[config.mk]
export PLATFORM = sky130hd
export DESIGN_NAME = mem_beat_serializer
export DESIGN_NICKNAME = d
export VERILOG_FILES = /design/src/rtl/mem_if_pkg.sv /design/src/rtl/line_assembler.sv /design/src/rtl/mem_beat_serializer.sv
export SDC_FILE = /design/constraint.sdc
export NUM_CORES = 2
export LEC_CHECK = 0
export CAP_MARGIN = 40
export CORE_MARGIN = 4
export CORE_UTILIZATION = 47
export CTS_CLUSTER_DIAMETER = 30
export DETAILED_ROUTE_END_ITERATION = 16
export PLACE_DENSITY = 0.73
export SLEW_MARGIN = 30
export SYNTH_ARGS = -nofsm -noshare
export SYNTH_HDL_FRONTEND = slang
export SYNTH_HIERARCHICAL = 1
export SYNTH_SLANG_ARGS = --single-unit
export TNS_END_PERCENT = 10
[constraint.sdc]
create_clock -name clk -period 18.2 [get_ports clk]
set_input_delay 3.64 -clock clk [delete_from_list [all_inputs] [get_ports clk]]
set_output_delay 3.64 -clock clk [all_outputs]
set_load 0.05 [all_outputs]
[src/rtl/mem_if_pkg.sv]
// Shared line/beat geometry and serializer state encoding for the memory-side interface.
package mem_if_pkg;

  localparam int LINE_W         = 256;
  localparam int BEAT_W         = 64;
  localparam int BEATS_PER_LINE = LINE_W / BEAT_W;
  localparam int WORDS_PER_BEAT = 2;

  typedef enum logic [2:0] {
    ST_IDLE    = 3'd0,
    ST_WR_BEAT = 3'd1,
    ST_RD_CMD  = 3'd2,
    ST_RD_WAIT = 3'd3,
    ST_DONE    = 3'd4
  } state_t;

endpackage

[src/rtl/line_assembler.sv]
// Collects returned read beats into a holding line and publishes it on commit.
// Zero latency to holding register; published line changes only on commit.
module line_assembler
  import mem_if_pkg::*;
#(
  parameter int BEATS = BEATS_PER_LINE
) (
  input  logic                     clk,
  input  logic                     rst,
  input  logic                     wr_en,
  input  logic [$clog2(BEATS)-1:0] wr_idx,
  input  logic [BEAT_W-1:0]        wr_beat,
  input  logic                     commit,
  output logic [LINE_W-1:0]        line_out
);

  logic [LINE_W-1:0] hold_q, hold_d;
  logic [LINE_W-1:0] line_q, line_d;

  always_comb begin
    hold_d = hold_q;
    line_d = line_q;
    if (wr_en) begin
      hold_d[BEAT_W*wr_idx +: BEAT_W] = wr_beat;
    end
    if (commit) begin
      line_d = hold_q;
    end
  end

  always_ff @(posedge clk or posedge rst) begin
    if (rst) begin
      hold_q <= '0;
      line_q <= '0;
    end else begin
      hold_q <= hold_d;
      line_q <= line_d;
    end
  end

  assign line_out = line_q;

endmodule

[src/rtl/mem_beat_serializer.sv]
// Splits 256-bit line reads/writes into four 64-bit back-end beats and reassembles reads.
// Write: 6 cycles capture-to-ready with ddr_cmd_ready=1; beats stall while ddr_cmd_ready=0.
module mem_beat_serializer
  import mem_if_pkg::*;
#(
  parameter int ADDR_W = 28,
  parameter int BEATS  = BEATS_PER_LINE
) (
  input  logic              clk,
  input  logic              rst,
  input  logic [LINE_W-1:0] mem_data_wr1,
  output logic [LINE_W-1:0] mem_data_rd1,
  input  logic [ADDR_W-1:0] mem_data_addr1,
  input  logic              mem_rw_data1,
  input  logic              mem_valid_data1,
  output logic              mem_ready_data1,
  output logic              ddr_cmd_valid,
  input  logic              ddr_cmd_ready,
  output logic              ddr_cmd_rw,
  output logic [ADDR_W-1:0] ddr_cmd_addr,
  output logic [BEAT_W-1:0] ddr_wdata,
  input  logic [BEAT_W-1:0] ddr_rdata,
  input  logic              ddr_rdata_valid,
  output logic              unaligned_seen
);

  localparam int IDX_W = $clog2(BEATS);
  localparam int CNT_W = $clog2(BEATS + 1);
  localparam logic [IDX_W-1:0] LAST_BEAT = IDX_W'(BEATS - 1);
  localparam logic [CNT_W-1:0] RET_FULL  = CNT_W'(BEATS);

  state_t            state_q, state_d;
  logic [ADDR_W-1:0] base_q, base_d;
  logic              rw_q, rw_d;
  logic [LINE_W-1:0] line_q, line_d;
  logic [IDX_W-1:0]  beat_q, beat_d;
  logic [CNT_W-1:0]  ret_q, ret_d;
  logic              unal_q, unal_d;

  logic issuing;
  logic collect;
  logic commit;

  always_comb begin
    state_d = state_q;
    base_d  = base_q;
    rw_d    = rw_q;
    line_d  = line_q;
    beat_d  = beat_q;
    ret_d   = ret_q;
    unal_d  = unal_q;

    issuing = (state_q == ST_WR_BEAT) || (state_q == ST_RD_CMD);
    // Returns can overlap issue, so collection runs in every busy state.
    collect = ddr_rdata_valid && (state_q != ST_IDLE) && (state_q != ST_DONE)
              && (ret_q != RET_FULL);
    if (collect) begin
      ret_d = ret_q + 1'b1;
    end

    case (state_q)
      ST_IDLE: begin
        if (mem_valid_data1) begin
          base_d  = {mem_data_addr1[ADDR_W-1:3], 3'b000};
          rw_d    = mem_rw_data1;
          line_d  = mem_data_wr1;
          beat_d  = '0;
          ret_d   = '0;
          unal_d  = unal_q | (mem_data_addr1[2:0] != 3'b000);
          state_d = mem_rw_data1 ? ST_WR_BEAT : ST_RD_CMD;
        end
      end
      ST_WR_BEAT, ST_RD_CMD: begin
        if (ddr_cmd_ready) begin
          if (beat_q == LAST_BEAT) begin
            state_d = rw_q ? ST_DONE : ST_RD_WAIT;
          end else begin
            beat_d = beat_q + 1'b1;
          end
        end
      end
      ST_RD_WAIT: begin
        if (ret_q == RET_FULL) begin
          state_d = ST_DONE;
        end
      end
      ST_DONE: state_d = ST_IDLE;
      default: state_d = ST_IDLE;
    endcase

    // Publish the read line on entry to DONE so it is valid alongside the ready pulse.
    commit = (state_q == ST_RD_WAIT) && (state_d == ST_DONE);
  end

  always_ff @(posedge clk or posedge rst) begin
    if (rst) begin
      state_q <= ST_IDLE;
      base_q  <= '0;
      rw_q    <= 1'b0;
      line_q  <= '0;
      beat_q  <= '0;
      ret_q   <= '0;
      unal_q  <= 1'b0;
    end else begin
      state_q <= state_d;
      base_q  <= base_d;
      rw_q    <= rw_d;
      line_q  <= line_d;
      beat_q  <= beat_d;
      ret_q   <= ret_d;
      unal_q  <= unal_d;
    end
  end

  line_assembler #(.BEATS(BEATS)) u_line_assembler (
    .clk      (clk),
    .rst      (rst),
    .wr_en    (collect),
    .wr_idx   (ret_q[IDX_W-1:0]),
    .wr_beat  (ddr_rdata),
    .commit   (commit),
    .line_out (mem_data_rd1)
  );

  assign mem_ready_data1 = (state_q == ST_DONE);
  assign ddr_cmd_valid   = issuing;
  assign ddr_cmd_rw      = rw_q;
  assign ddr_cmd_addr    = base_q + ADDR_W'(beat_q) * ADDR_W'(WORDS_PER_BEAT);
  assign ddr_wdata       = line_q[BEAT_W*beat_q +: BEAT_W];
  assign unaligned_seen  = unal_q;

endmodule

---- Yosys cells after proc, flatten, opt, wreduce, memory -nomap -nowiden ----
Cells that the tools add are included.
W data, S select, Z words.
storage, ports and cells
  memories kept ........................... 0
  RAM bits ................................ 0
  register bits after elaboration ......... 803
  latch bits .............................. 0
  memory bits (read-only) ................. 0
  logic and storage cells ................. 56
  input bits .............................. 354
  output and inout port bits .............. 352
cells by class
  add/sub/neg operators ................... 4
  reductions and logical operators ........ 12
  shifts and indexed selects .............. 3
  mux-type cells .......................... 15
  $mul .................................... 0
  $lt $le $gt $ge ......................... 0
  bitwise logic cells ..................... 1
  divide/modulo/power cells ............... 0
  eq/ne operators ......................... 12
operators by type and width
  kind                         count
  $bwmux W256                  1
  $shift A64 B34 Y256 const A  1
  $shiftx A256 B9 Y64          1
  $shiftx A64 B34 Y256         1
  $neg A8 Y34                  1
  $add A28 B3 Y28              1
  $mux W3                      8
  $eq A3 B3 Y1 const B         3
  $pmux W3 S3                  1
  $mux W2                      4
  $eq A3 B2 Y1 const B         2
  $ne A2 B2 Y1 const B         3
  $ne A3 B3 Y1 const B         2
  $reduce_bool A3 Y1           2
  $logic_and A1 B1 Y1          4
  $pmux W2 S2                  1
  $reduce_and A4 Y1            1
  $add A3 B1 Y3 const B        1
  $eq A3 B1 Y1 const B         1
  $logic_not A3 Y1             1
  $add A2 B1 Y2 const B        1
  $eq A2 B2 Y1 const B         1
  $reduce_and A2 Y1            1
  $reduce_bool A2 Y1           1
  other kinds (3)              3

---- Depth between registers and ports, before layout ----
  depth after elaboration ................. 7
  depth in mapped cells ................... 10
  mapped depth without buffers ............ 6

---- Modules after synthesis ----
The synthesis kept the hierarchy.
modules (own cells, without submodules)
  module               cells each  area an instance (um^2)  times used
  line_assembler       1443        21081.5                  1
  mem_beat_serializer  1332        12808.5                  1

---- Least setup slack after synthesis ----
OpenSTA, ideal clock, no wires.
  kind .................................... reg-to-output
  from .................................... register beat_q[1]
  to ...................................... output ddr_wdata[10]
  path slack .............................. 12.556 ns
  data arrival time ....................... 2.004 ns
  stages on the path, launching flop included .. 4
  buffers on the path ..................... 2
  path through ............................ dfrtp_1 -> buf_2 -> buf_2 -> mux4_2
between the ends
  cells in the longest elaborated chain, start to end .. 1
ends and longest elaborated chain
  item                    RTL line                    source
  start, declared         mem_beat_serializer.sv:36   logic [IDX_W-1:0] beat_q, beat_d;
  start signal, assigned  mem_beat_serializer.sv:109  beat_q <= beat_d;
  $shiftx A256 B9 Y64     mem_beat_serializer.sv:129  assign ddr_wdata = line_q[BEAT_W*beat_q +: BEAT_W];
  end, declared           mem_beat_serializer.sv:21   output logic [BEAT_W-1:0] ddr_wdata,
No other way between the ends.

---- Final worst setup path ----
  from .................................... register beat_q[1]
  to ...................................... output ddr_wdata[8]
Same word-level chain as after synthesis.

==> flow_metrics.env <==
export IMPL_synth_cell_type_count=42
export IMPL_drv_slew=0
export IMPL_fin_skew_ps=23.75
export IMPL_die_w_um=276.5
export IMPL_avgSynthCellArea_um2=12.21
export IMPL_period_share_pct=39.69
export IMPL_leakagePower_nw=21.62
export IMPL_cts_resized=0
export IMPL_nets=3828
export IMPL_grt_max_degree=120
export IMPL_grt_ovfl_total=0
export IMPL_power_mw=8.059
export IMPL_core_region_area_um2=71490
export IMPL_rsz0062_at_grt="false"
export IMPL_numCtsBuffers=156
export IMPL_combPwrFrac_pct=33.4
export IMPL_power_net_switching_mw=3.007
export IMPL_n_fill_cell=5092
export IMPL_cts_setup_buffers=0
export IMPL_antenna_left=0
export IMPL_cp_start_kind="register"
export IMPL_synthesis_nets=3137
export IMPL_cellInternalPower_mw=5.053
export IMPL_synth_top_area_share_pct=59.29
export IMPL_clk_pin_slew_ps=50
export IMPL_ys_warn_count=6
export IMPL_drive_gt1_share_pct=21.05
export IMPL_cts_hold_buf=0
export IMPL_required_ps=14560
export IMPL_antenna_found_initial=27
export IMPL_crit_type="register to primary output"
export IMPL_dp_cells=4249
export IMPL_netlist_area_um2=33890
export IMPL_grt_pass1_wl_um=170800
export IMPL_route_detailed_drc=0
export IMPL_num_rows=98
export IMPL_cts_tree="yes"
export IMPL_die_h_um=276.5
export IMPL_slew_headroom_pct=42.62
export IMPL_arrival_ps=3580
export IMPL_yosys_top_cells_area="dfrtp_1 59%, nand2_1 9.4%, mux2_2 8.5%"
export IMPL_hold_viol_final=0
export IMPL_port_buffers=704
export IMPL_yosysSeqAreaShare_pct=59.29
export IMPL_cts_buffer_depth=3
export IMPL_dr_pass1_iters=7
export IMPL_drt_total_wl_um=113000
export IMPL_power_frac_clock_pct=35.8
export IMPL_wl_per_cell_um=24.73
export IMPL_clock_sinks=803
export IMPL_area_growth_pct=39.29
export IMPL_dr_first_iter_drc_count=2052
export IMPL_vdd_drop_max_uv=146.7
export IMPL_pwr_share_seq_pct=30.7
export IMPL_initial_core_util_pct=47.41
export IMPL_synth_seq_cells=803
export IMPL_setup_viol=0
export IMPL_ctsHtreeMaxLevel=4
export IMPL_root_buffer="clkbuf_16"
export IMPL_endpoint_kind="primary output"
export IMPL_fmax_ghz=0.1384
export IMPL_ff_latch_area_um2=20100
export IMPL_utilization_pct=66.04
export IMPL_hold_path_class="register to register"
export IMPL_finalCriticalPeriod_ps=7223
export IMPL_r2r_setup_slack_ps=14690
export IMPL_swShare_pct=37.31
export IMPL_fin_setup_tns_ps=0
export IMPL_io_pins=706
export IMPL_status="completed"
export IMPL_cp_max_fo=28
export IMPL_synthCells=2775
export IMPL_grt_pass1_vias=27278
export IMPL_vias=25704
export IMPL_via_per_inst=5.626
export IMPL_clock_latency_ps=720
export IMPL_synth_main_ff_cell="dfrtp_1"
export IMPL_maxCapViolCount=0
export IMPL_final_cell_count_no_fill=4569
export IMPL_async_reset_ff_share_pct=100.0
export IMPL_gp_congestion=0.9147
export IMPL_grt_usage_pct=28.97
export IMPL_multiInputGateArea_um2=12580
export IMPL_synth_edf_count=0
export IMPL_die_area_um2=76470
export IMPL_hpwl_um=77440
export IMPL_synth_top_area_cell="dfrtp_1"
export IMPL_power_density_nw_per_um2=170.7
export IMPL_tightestPinTransition_ps=860.7
## flip-flops by register name (all words and copies together) (netlist names)
signal	flops
u_line_assembler/hold_q	256
u_line_assembler/line_out	256
beat_q	2
base_q	25
line_q	256
ddr_cmd_rw	1
state_q	3
ret_q	3
unaligned_seen	1
## worst paths after layout
| kind | from | to | depth (start not counted) |
|---|---|---|---|
| worst max-delay path | beat_q[1] | ddr_wdata[8] | 4 |
| worst min-delay path | line_q[79] | line_q[79] | 2 |
| worst max register to register | ret_q[1] | u_line_assembler/hold_q[124] | 8 |
| worst min register to register | line_q[79] | line_q[79] | 2 |
| max in group asynchronous | rst | u_line_assembler/line_out[168] | 7 |
| min in group asynchronous | rst | u_line_assembler/hold_q[198] | 2 |
## final cells by class
type	count	area share, %
tap	950	2.518
sequential	803	42.58
clock buffer	213	9.322
antenna	22	0.1166
timing repair buffer	759	16.66
multi-input combinational	1737	26.66
clock inverter	76	2.044
inverter	9	0.1034
## cells in the mapped netlist, drive strengths merged, types with 3 or more instances
| library cell | number |
|---|---|
| nand2 | 853 |
| dfrtp | 803 |
| mux2 | 256 |
| buf | 164 |
| o2bb2ai | 137 |
| a32o | 120 |
| and2 | 120 |
| nand3 | 82 |
| mux4 | 64 |
| clkbuf | 62 |
| nand4 | 56 |
| inv | 9 |
| ha | 8 |
| a21oi | 5 |
| or3b | 4 |
| nor2 | 3 |
| nor3 | 3 |
## critical path: stages (launching register included)
cell	delay (ps)
dfrtp_4	690
buf_4	510
buf_16	300
mux4_2	520
clkdlybuf4s50_1	810
## kinds of logic after synthesis
logic type | after synthesis | share of synthesized area [%]
adders and majority gates | 8 | 0.2954
muxes | 322 | 12.82
buffers and inverters | 235 | 3.932
xor gates and xnor gates | 2 | 0.05170
and+or+nand+nor | 1131 | 14.34
DFF | 803 | 59.29
AOI/OAI and AO/OA | 273 | 9.256
other | 1 | 0.01107
## layout by cell type, fill, tap and decap left out, types with 4 or more instances in the layout
| master | synthesis | final |
|---|---|---|
| nand2_1 | 852 | 849 |
| dfrtp_1 | 803 | 800 |
| clkdlybuf4s50_1 | 0 | 704 |
| mux2_2 | 256 | 256 |
| clkbuf_16 | 0 | 158 |
| and2_1 | 120 | 120 |
| a32o_1 | 120 | 120 |
| o2bb2ai_2 | 100 | 100 |
| nand3_1 | 82 | 82 |
| mux4_2 | 64 | 64 |
| nand4_1 | 56 | 56 |
| o2bb2ai_1 | 37 | 37 |
| clkbuf_1 | 62 | 31 |
| buf_4 | 4 | 26 |
| clkbuf_8 | 0 | 24 |
| diode_2 | 0 | 22 |
| clkinv_2 | 0 | 21 |
| bufinv_16 | 0 | 16 |
| inv_6 | 0 | 13 |
| clkinvlp_4 | 0 | 12 |
| buf_16 | 0 | 12 |
| buf_12 | 0 | 11 |
| clkinv_4 | 0 | 9 |
| inv_1 | 9 | 7 |
| a21oi_1 | 5 | 5 |
| buf_6 | 39 | 5 |
| ha_1 | 8 | 4 |
| inv_16 | 0 | 4 |
## through the flow
stage,hold WS (ps),worst slack (ps),area (um2)
after floorplan,439.6,260.2,33890
after global placement,452.0,10400,41180
after detailed placement,456.4,10740,41580
after CTS,467.5,10870,46950
after global routing,480.0,10790,47200
final,465.5,10980,47210
## metal layers
metal | up-vias | share of wire, % | wire length [um] | GRT usage (%)
met4 | 12 | 4.8 | 5393 | 14.34
met5 | - | 0.13 | 145 | 0
met1 | 13165 | 38 | 43010 | 35.23
li1 | 11102 | - | - | -
met2 | 1169 | 48 | 54690 | 46.87
met3 | 256 | 8.6 | 9753 | 9.288
## power groups by stage
stage	clock network (mW)	registers, mW	logic, mW
2_1_floorplan	0	2.57	1.67
3_3_place_gp	0	2.46	2.56
3_5_place_dp	0	2.49	2.64
4_1_cts	2.92	2.47	2.66
5_1_grt	3.02	2.52	2.84
6_report	2.89	2.48	2.69
(Power assumes the default switching activity.)
